**src/rtl/lcd_page_scheduler.sv**
```systemverilog
// Chooses the 32-char frame shown on a 16x2 LCD: two rotating status pages plus a preempting rain alert.
// Optional build macro ALERT_BLINK_EN makes the alert frame blink against spaces.
module lcd_page_scheduler #(
  parameter int unsigned INIT_CYCLES       = 1000,
  parameter int unsigned DWELL_CYCLES      = 100_000_000,
  parameter int unsigned REFRESH_CYCLES    = 5_000_000,
  parameter int unsigned ALERT_HOLD_CYCLES = 250_000_000,
  parameter int unsigned BLINK_CYCLES      = 25_000_000
) (
  input  logic         iCLK_50MHZ,
  input  logic         iRST_N,
  input  logic [255:0] page0_frame,
  input  logic [255:0] page1_frame,
  input  logic [255:0] alert_frame,
  input  logic         alert_req,
  input  logic         hold,
  output logic [127:0] line1,
  output logic [127:0] line2,
  output logic         frame_valid,
  output logic [1:0]   active_src
);

  typedef enum logic [1:0] {ST_INIT, ST_SHOW_P0, ST_SHOW_P1, ST_SHOW_ALERT} state_t;
  typedef enum logic [1:0] {SRC_P0 = 2'd0, SRC_P1 = 2'd1, SRC_ALERT = 2'd2, SRC_BLANK = 2'd3} src_t;

  localparam logic [31:0]  INIT_LAST    = 32'(INIT_CYCLES - 1);
  localparam logic [31:0]  DWELL_LAST   = 32'(DWELL_CYCLES - 1);
  localparam logic [31:0]  REFRESH_LAST = 32'(REFRESH_CYCLES - 1);
  localparam logic [31:0]  HOLD_LAST    = 32'(ALERT_HOLD_CYCLES - 1);
  localparam logic [127:0] BLANK_LINE   = {16{8'h20}};

  // Every timing parameter must be at least one cycle.
  if (INIT_CYCLES < 1 || DWELL_CYCLES < 1 || REFRESH_CYCLES < 1 ||
      ALERT_HOLD_CYCLES < 1 || BLINK_CYCLES < 1) begin : g_bad_param
    $error("lcd_page_scheduler: all cycle parameters must be >= 1");
  end

  state_t       state_q, state_d;
  logic [31:0]  init_cnt_q, init_cnt_d;
  logic [31:0]  dwell_q, dwell_d;
  logic [31:0]  refresh_q, refresh_d;
  logic [31:0]  alert_cnt_q, alert_cnt_d;
  logic         saved_p1_q, saved_p1_d;
  logic         load;
  src_t         load_src;
  logic         load_blank;
  logic [255:0] load_frame;

`ifdef ALERT_BLINK_EN
  localparam logic [31:0] BLINK_LAST = 32'(BLINK_CYCLES - 1);
  logic [31:0] blink_cnt_q, blink_cnt_d;
  logic        blink_on_q, blink_on_d;
`endif

  // NOTE: every signal written here gets a default first, so no path leaves one
  // unassigned and no latch is inferred.
  always_comb begin
    state_d     = state_q;
    init_cnt_d  = init_cnt_q;
    dwell_d     = dwell_q;
    alert_cnt_d = alert_cnt_q;
    saved_p1_d  = saved_p1_q;
    load        = 1'b0;
    load_src    = SRC_BLANK;
    load_blank  = 1'b0;
`ifdef ALERT_BLINK_EN
    blink_cnt_d = blink_cnt_q;
    blink_on_d  = blink_on_q;
`endif

    case (state_q)
      ST_INIT: begin
        if (init_cnt_q == INIT_LAST) begin
          load = 1'b1;
          if (alert_req) begin
            load_src    = SRC_ALERT;
            state_d     = ST_SHOW_ALERT;
            alert_cnt_d = '0;
          end else begin
            load_src = SRC_P0;
            state_d  = ST_SHOW_P0;
            dwell_d  = '0;
          end
        end else begin
          init_cnt_d = init_cnt_q + 32'd1;
        end
      end

      ST_SHOW_P0, ST_SHOW_P1: begin
        if (alert_req) begin
          load        = 1'b1;
          load_src    = SRC_ALERT;
          saved_p1_d  = (state_q == ST_SHOW_P1);
          state_d     = ST_SHOW_ALERT;
          alert_cnt_d = '0;
        end else if (dwell_q == DWELL_LAST && !hold) begin
          // A switch also covers a coincident refresh: one load only.
          load     = 1'b1;
          load_src = (state_q == ST_SHOW_P1) ? SRC_P0 : SRC_P1;
          state_d  = (state_q == ST_SHOW_P1) ? ST_SHOW_P0 : ST_SHOW_P1;
          dwell_d  = '0;
        end else begin
          if (dwell_q != DWELL_LAST) dwell_d = dwell_q + 32'd1;
          if (refresh_q == REFRESH_LAST) begin
            load     = 1'b1;
            load_src = (state_q == ST_SHOW_P1) ? SRC_P1 : SRC_P0;
          end
        end
      end

      ST_SHOW_ALERT: begin
        if (alert_req) begin
          alert_cnt_d = '0;
        end else if (alert_cnt_q == HOLD_LAST) begin
          load        = 1'b1;
          load_src    = saved_p1_q ? SRC_P1 : SRC_P0;
          state_d     = saved_p1_q ? ST_SHOW_P1 : ST_SHOW_P0;
          dwell_d     = '0;
          alert_cnt_d = '0;
        end else begin
          alert_cnt_d = alert_cnt_q + 32'd1;
        end

        if (!load) begin
`ifdef ALERT_BLINK_EN
          if (blink_cnt_q == BLINK_LAST) begin
            blink_cnt_d = '0;
            blink_on_d  = !blink_on_q;
            load        = 1'b1;
            load_src    = SRC_ALERT;
            load_blank  = blink_on_q;
          end else begin
            blink_cnt_d = blink_cnt_q + 32'd1;
            if (refresh_q == REFRESH_LAST) begin
              load       = 1'b1;
              load_src   = SRC_ALERT;
              load_blank = !blink_on_q;
            end
          end
`else
          if (refresh_q == REFRESH_LAST) begin
            load     = 1'b1;
            load_src = SRC_ALERT;
          end
`endif
        end
      end

      default: state_d = ST_INIT;
    endcase

    refresh_d = (load || state_q == ST_INIT) ? '0 : refresh_q + 32'd1;
  end

  always_comb begin
    load_frame = {BLANK_LINE, BLANK_LINE};
    case (load_src)
      SRC_P0:    load_frame = page0_frame;
      SRC_P1:    load_frame = page1_frame;
      SRC_ALERT: load_frame = load_blank ? {BLANK_LINE, BLANK_LINE} : alert_frame;
      default:   load_frame = {BLANK_LINE, BLANK_LINE};
    endcase
  end

  // NOTE: state is only ever updated with non-blocking assignments so every
  // register samples the values from before the edge.
  always_ff @(posedge iCLK_50MHZ or negedge iRST_N) begin
    if (!iRST_N) begin
      state_q     <= ST_INIT;
      init_cnt_q  <= '0;
      dwell_q     <= '0;
      refresh_q   <= '0;
      alert_cnt_q <= '0;
      saved_p1_q  <= 1'b0;
    end else begin
      state_q     <= state_d;
      init_cnt_q  <= init_cnt_d;
      dwell_q     <= dwell_d;
      refresh_q   <= refresh_d;
      alert_cnt_q <= alert_cnt_d;
      saved_p1_q  <= saved_p1_d;
    end
  end

`ifdef ALERT_BLINK_EN
  // Outside the alert the blink phase is parked, so each alert entry starts "on".
  always_ff @(posedge iCLK_50MHZ or negedge iRST_N) begin
    if (!iRST_N) begin
      blink_cnt_q <= '0;
      blink_on_q  <= 1'b1;
    end else if (state_q != ST_SHOW_ALERT) begin
      blink_cnt_q <= '0;
      blink_on_q  <= 1'b1;
    end else begin
      blink_cnt_q <= blink_cnt_d;
      blink_on_q  <= blink_on_d;
    end
  end
`endif

  always_ff @(posedge iCLK_50MHZ or negedge iRST_N) begin
    if (!iRST_N) begin
      line1       <= BLANK_LINE;
      line2       <= BLANK_LINE;
      frame_valid <= 1'b0;
      active_src  <= SRC_BLANK;
    end else begin
      frame_valid <= load;
      if (load) begin
        {line1, line2} <= load_frame;
        active_src     <= load_src;
      end
    end
  end

endmodule

```
**config.mk**
```make
export PLATFORM = sky130hd
export DESIGN_NAME = lcd_page_scheduler
export DESIGN_NICKNAME = d
export VERILOG_FILES = /design/src/rtl/lcd_page_scheduler.sv
export SDC_FILE = /design/constraint.sdc
export NUM_CORES = 1
export LEC_CHECK = 0
export ABC_CLOCK_PERIOD_IN_PS = 3700
export CAP_MARGIN = 20
export CORE_AREA = 2 2 405 407
export CTS_CLUSTER_DIAMETER = 200
export DETAILED_ROUTE_END_ITERATION = 6
export DIE_AREA = 0 0 407 409
export SLEW_MARGIN = 0
export SYNTH_ARGS = -nofsm -noshare
export SYNTH_HDL_FRONTEND = slang
export SYNTH_SLANG_ARGS = --single-unit
```
**constraint.sdc**
```tcl
create_clock -name iCLK_50MHZ -period 3.7 [get_ports iCLK_50MHZ]
set_clock_uncertainty 0.05 [all_clocks]
set_input_delay 1.11 -clock iCLK_50MHZ [delete_from_list [all_inputs] [get_ports iCLK_50MHZ]]
set_output_delay 1.11 -clock iCLK_50MHZ [all_outputs]
set_load 0.1 [all_outputs]
```
### Word level (Yosys, flattened, before mapping)

Index checks and enable logic that the tools add are counted.

* add/subtract/negate cells: 4
* equal/unequal tests: 17
* multiplexer cells: 46
* bitwise operators: 1
* reductions and logical operators: 10

Operators by type and width (count)
* $pmux 256 s3: 1
* $mux 32: 12
* $pmux 32 s3: 2
* $add 32x1->32 const B: 4
* $mux 2: 17
* $eq 32x10->1 const B: 1
* $eq 32x23->1 const B: 1
* $eq 32x27->1 const B: 1
* $eq 32x28->1 const B: 1
* $ne 32x27->1 const B: 1
* $pmux 2 s3: 2
* $mux 1: 11
* $ne 2x2->1 const B: 5
* $eq 2x2->1 const B: 3
* $ne 3x3->1 const B: 2
* $reduce_and 6->1: 1
* $eq 2x1->1 const B: 2
* $logic_not 2->1: 2
* $reduce_and 2->1: 2
* $reduce_and 4->1: 1
* $pmux 1 s3: 1
* $reduce_or 2->1: 1
* $logic_and 1x1->1: 1
* $logic_not 1->1: 1
* other kinds (2): 2

* register bits after elaboration: 390
* input port bits: 772
* word-level logic and storage cells: 88

### Logic depth before layout (Yosys ltp)

* word-level depth: 8
* mapped depth: 13
* depth with buffers taken out: 9

### Least setup slack after synthesis

OpenSTA, ideal clock, no wires.

* path type: input-to-reg
* start point: input alert_req
* end point: register line1[57]
* library setup time: 0.088 ns
* data arrival time: 3.342 ns
* slack: 0.221 ns
* stages on the path: 10
* buffers on the path: 4
* path through: or4_1 o31ai_4 a22oi_1 and2_1 clkbuf_2 a31o_1 buf_2 buf_6 buf_6 a22oi_1

* cells in the longest elaborated chain, start to end: 6
* elaborated cells on any way between the ends: 16

Ends and longest elaborated chain
* start: declaration: RTL line 15 `input logic alert_req,`
* $mux 2 or $mux 1 (tied branches): RTL line 112 `if (alert_req) begin`
* $mux 2 or $mux 1 (tied branches): RTL line 141, 71
* $mux 2: RTL line 124 `if (!load) begin`
* $pmux 2 s3: RTL line 71 `case (state_q)`
* $eq 2x2->1 (tied with other cells): RTL line 157 `case (load_src)`
* $pmux 256 s3: RTL line 157
* end signal: assignment: RTL line 210 `{line1, line2} <= load_frame;`
* end: declaration: RTL line 17 `output logic [127:0] line1,`

Several ways; a longest one is shown, not always the timed one. The select of a mux whose other input is x is not followed.
A chain may end at the register's enable or synchronous reset.

### Worst setup path after layout

* start point: input alert_req
* end point: register line1[111]

The elaborated chain is that of the path after synthesis.

==> flow_metrics.tcl <==
set metrics [dict create \
    reg2reg_slack_ns 0.15 \
    finalWirelength_mm 174.2 \
    gp_congestion 0.9470 \
    critical_path_required_ns 4.24 \
    worst_skew_pair.late_latency_ns 0.69 \
    io-pin-count 1031 \
    fin_crit_ns 3.708 \
    post-cts-setup-buffers 0 \
    antenna_found_initial 106 \
    p_leak_nw 16.90 \
    yosys.area_share.simple 0.2244 \
    tns_ns -0.008000 \
    period_share 1.002 \
    switchingPower_mw 20.31 \
    fp.coreArea_um2 162000 \
    cp.depth 10 \
    yosys.area.top_type "dfrtp_1" \
    muxShareOfSynthArea 0.01599 \
    cts_buffers 55 \
    critPathCapture "line1[111]$_DFFE_PN0P_" \
    drt_first_pass_iters 5 \
    vias 31080 \
    startpoint_type "input pin" \
    setup_ws_ns -0.008000 \
    syn_area_um2 27160 \
    powerDensity_nw_per_um2 891.7 \
    root_buffer "clkbuf_16" \
    dieArea_um2 166500 \
    reg2reg_from "state_q[0]$_DFFE_PN0P_" \
    synthArstFlopShare 1.000 \
    worstRegToRegCells 11 \
    final_layout_size_suffix_gt1_frac 0.1929 \
    worst_slew_pin_slew_ns 0.9909 \
    port_buffers 1030 \
    yosys.area_share.adder 0.004146 \
    synth_top_family_by_area "compound AO/OA/AOI/OAI gates" \
    setup_viol 1 \
    violations "negative setup slack" \
    maxCapViolCount 0 \
    clockPowerShare 0.157 \
    final_hold_viol_count 0 \
    fmax_ghz 0.2697 \
    crit_chain "clkdlybuf4s50_1 > or4_1 > o31ai_4 > a22oi_2 > buf_12 > buf_12 > buf_4 > a21boi_0 > o22ai_1 > a22oi_2" \
    power.total_mw 38.37 \
    via_per_inst 4.879 \
    cp_max_fo 60 \
    grt_pass1_wl_mm 236.5 \
    synth_compound_area_frac 0.3109 \
    first_iter_violations 3390 \
    synth-edff-count 0 \
    syn_nets 3875 \
    slowest_delay_ns 0.60 \
    ctsResizeCount 0 \
    critPathKind "input pin to flop" \
    cp_num_buf_inv 4 \
    yosysWarningCount 0 \
    hold_path_class "input pin to asynchronous set/reset pin" \
    grtUsageTotal 0.1988 \
    final_cell_count_no_fill 6369 \
    status "finished with violations" \
    syn_inst 3094 \
    grt_pass1_vias 29700 \
    synth.top_cell.area_share 0.3280 \
    htreeDepth 2 \
    slowest_stage "or4_1" \
    wl_per_cell_um 27.35 \
    cts_tree "built" \
    num_rows 148 \
    area_growth_pct 58.45 \
    seq_area_frac_synth 0.3609 \
    synth.avg_cell_area_um2 8.778 \
    cts_hold_buf 0 \
    seq_power_share 0.151 \
    cp_data_arrival_time_ns 4.24 \
    comb_power_share 0.692 \
    p_int_mw 18.06 \
    cts.reportedPaths.clkPinSlew_ns 0.06 \
    dieHeight_um 409 \
    grt_max_degree 99 \
    worstReg2RegEnd "line1[111]$_DFFE_PN0P_" \
    initial_core_util 0.1676 \
    clock_path_buffers 3 \
    dp.cells 6220 \
    rsz0062_at_grt "false" \
    antenna_left 0 \
    slew_violations 0 \
    drc 0 \
    synthFlopType "dfrtp_1" \
    synth_xor_area_frac 0.02709 \
    fin_nets 4883 \
    end_kind "flop" \
    synth-seq-cells 390 \
    die_x_um 407 \
    dp_hpwl_mm 139.3 \
    ys_types 57 \
    clock_sinks 390 \
    synth_area_leaders "dfrtp_1 33%, a32oi_1 7.2%, a21boi_0 6.2%, a22oi_2 6.0%, o22ai_1 5.9%" \
    switching_share 0.5292 \
    relSlewSlack 0.3333 \
    crit_family "compound AO/OA/AOI/OAI gates" \
    peakVddDrop_mv 0.5580 \
    overflow 0 \
    crit_start "alert_req" \
]
[synthesized netlist by cell type, types with 10 or more instances]
cell	number
xor2_1	33
o31ai_1	10
dfstp_2	34
mux2i_1	40
a22oi_2	131
a22oi_1	94
nand2b_1	11
xnor2_1	51
nor2_1	132
nor4_1	30
nand4_1	37
buf_6	18
nor3_1	52
and4_1	13
a32oi_1	224
nand3_1	42
and2_1	231
o22ai_1	256
a21boi_0	224
nand2_1	306
inv_1	20
clkbuf_1	294
o21ai_0	51
o32ai_1	32
a21oi_1	12
and3_1	249
buf_2	24
dfrtp_1	356
[cell type report]
type	count	area (µm²)
Fill cell	17360	119000
Multi-Input combinational cell	2340	15900
Timing Repair Buffer	1295	12380
Sequential cell	390	9802
Tap cell	2175	2721
Clock buffer	79	1587
Clock inverter	23	449.2
Antenna cell	47	117.6
Inverter	20	75.07
[how the worst min path moves through the flow]
stage / start / end / slack [ns] / depth (start not counted)
final: iRST_N / line2[19]$_DFFE_PN0P_ / 0.40 / 1
after global routing: iRST_N / line2[19]$_DFFE_PN0P_ / 0.39 / 1
after CTS: iRST_N / line2[18]$_DFFE_PN0P_ / 0.36 / 1
after detailed placement: active_src[1]$_DFFE_PN1P_ / active_src[1]$_DFFE_PN1P_ / 0.43 / 2
after global placement: active_src[1]$_DFFE_PN1P_ / active_src[1]$_DFFE_PN1P_ / 0.42 / 2
after floorplan: refresh_q[0]$_DFF_PN0_ / refresh_q[0]$_DFF_PN0_ / 0.41 / 1
[per-layer routing]
metal | vias to the layer above | part of all wire | track usage
met5 | - | 0.00076 | 0
met4 | 20 | 0.036 | 0.08748
met2 | 1528 | 0.46 | 0.3115
met3 | 286 | 0.083 | 0.04812
li1 | 13830 | - | -
met1 | 15410 | 0.42 | 0.2573
[layout by cell type (no fill, tap or decap), types with 55 or more instances in the layout]
cell type / Yosys / final
a21boi_0: 224 / 224
clkdlybuf4s50_1: 0 / 770
a22oi_1: 94 / 93
and2_1: 231 / 231
buf_4: 1 / 466
a32oi_1: 224 / 224
buf_12: 0 / 58
dfrtp_1: 356 / 356
a22oi_2: 131 / 132
nor2_1: 132 / 132
clkbuf_16: 0 / 55
nand2_1: 306 / 304
and3_1: 249 / 249
o22ai_1: 256 / 256
[per-stage QoR]
step	worst slack [ns]	hold slack [ns]	util	area [µm²]
floorplan	0.2207	0.4052	-	27160
global placement	-0.6362	0.4174	0.2523	40880
detailed placement	-0.5607	0.4263	0.2523	40880
CTS	0.1500	0.3566	0.2649	42920
global route	0.01508	0.3852	0.2654	43000
finish	-0.008000	0.3952	0.2656	43040
[cell families (layout without fill, tap and decap cells)]
group | Yosys count | after routing
DFF | 390 | 390
adders and majority gates | 9 | 9
other | 0 | 47
AOI/OAI and AO/OA | 1054 | 1054
and+or+nand+nor | 1150 | 1150
muxes | 43 | 43
xor gates and xnor gates | 84 | 84
buffers and inverters | 364 | 1417
[worst reg2reg max path, stage by stage, from the launching register on]
cell and delay, ns:
dfrtp_1 0.38, inv_1 0.10, ha_1 0.33, or4_1 0.56, o31ai_4 0.34, a22oi_2 0.24
buf_12 0.23, buf_12 0.21, buf_4 0.25, a21boi_0 0.46, o22ai_1 0.16, a22oi_2 0.14
[sequential cells by signal, summed over array words and instances (netlist names)]
| name | cells |
|---|---|
| saved_p1_q | 1 |
| state_q | 2 |
| refresh_q | 32 |
| active_src | 2 |
| dwell_q | 32 |
| init_cnt_q | 32 |
| line1 | 128 |
| frame_valid | 1 |
| line2 | 128 |
| alert_cnt_q | 32 |
[power by group through the flow]
| stage | Clock [mW] | Combinational (mW) | Sequential [mW] |
|---|---|---|---|
| floorplan | 0 | 12.4 | 9.81 |
| global placement | 0 | 26.3 | 5.83 |
| detailed placement | 0 | 26.4 | 5.86 |
| CTS | 6.21 | 26.5 | 5.80 |
| global route | 6.36 | 28.1 | 5.90 |
| finish | 6.02 | 26.5 | 5.81 |
Power figures use the tool's default switching activity.
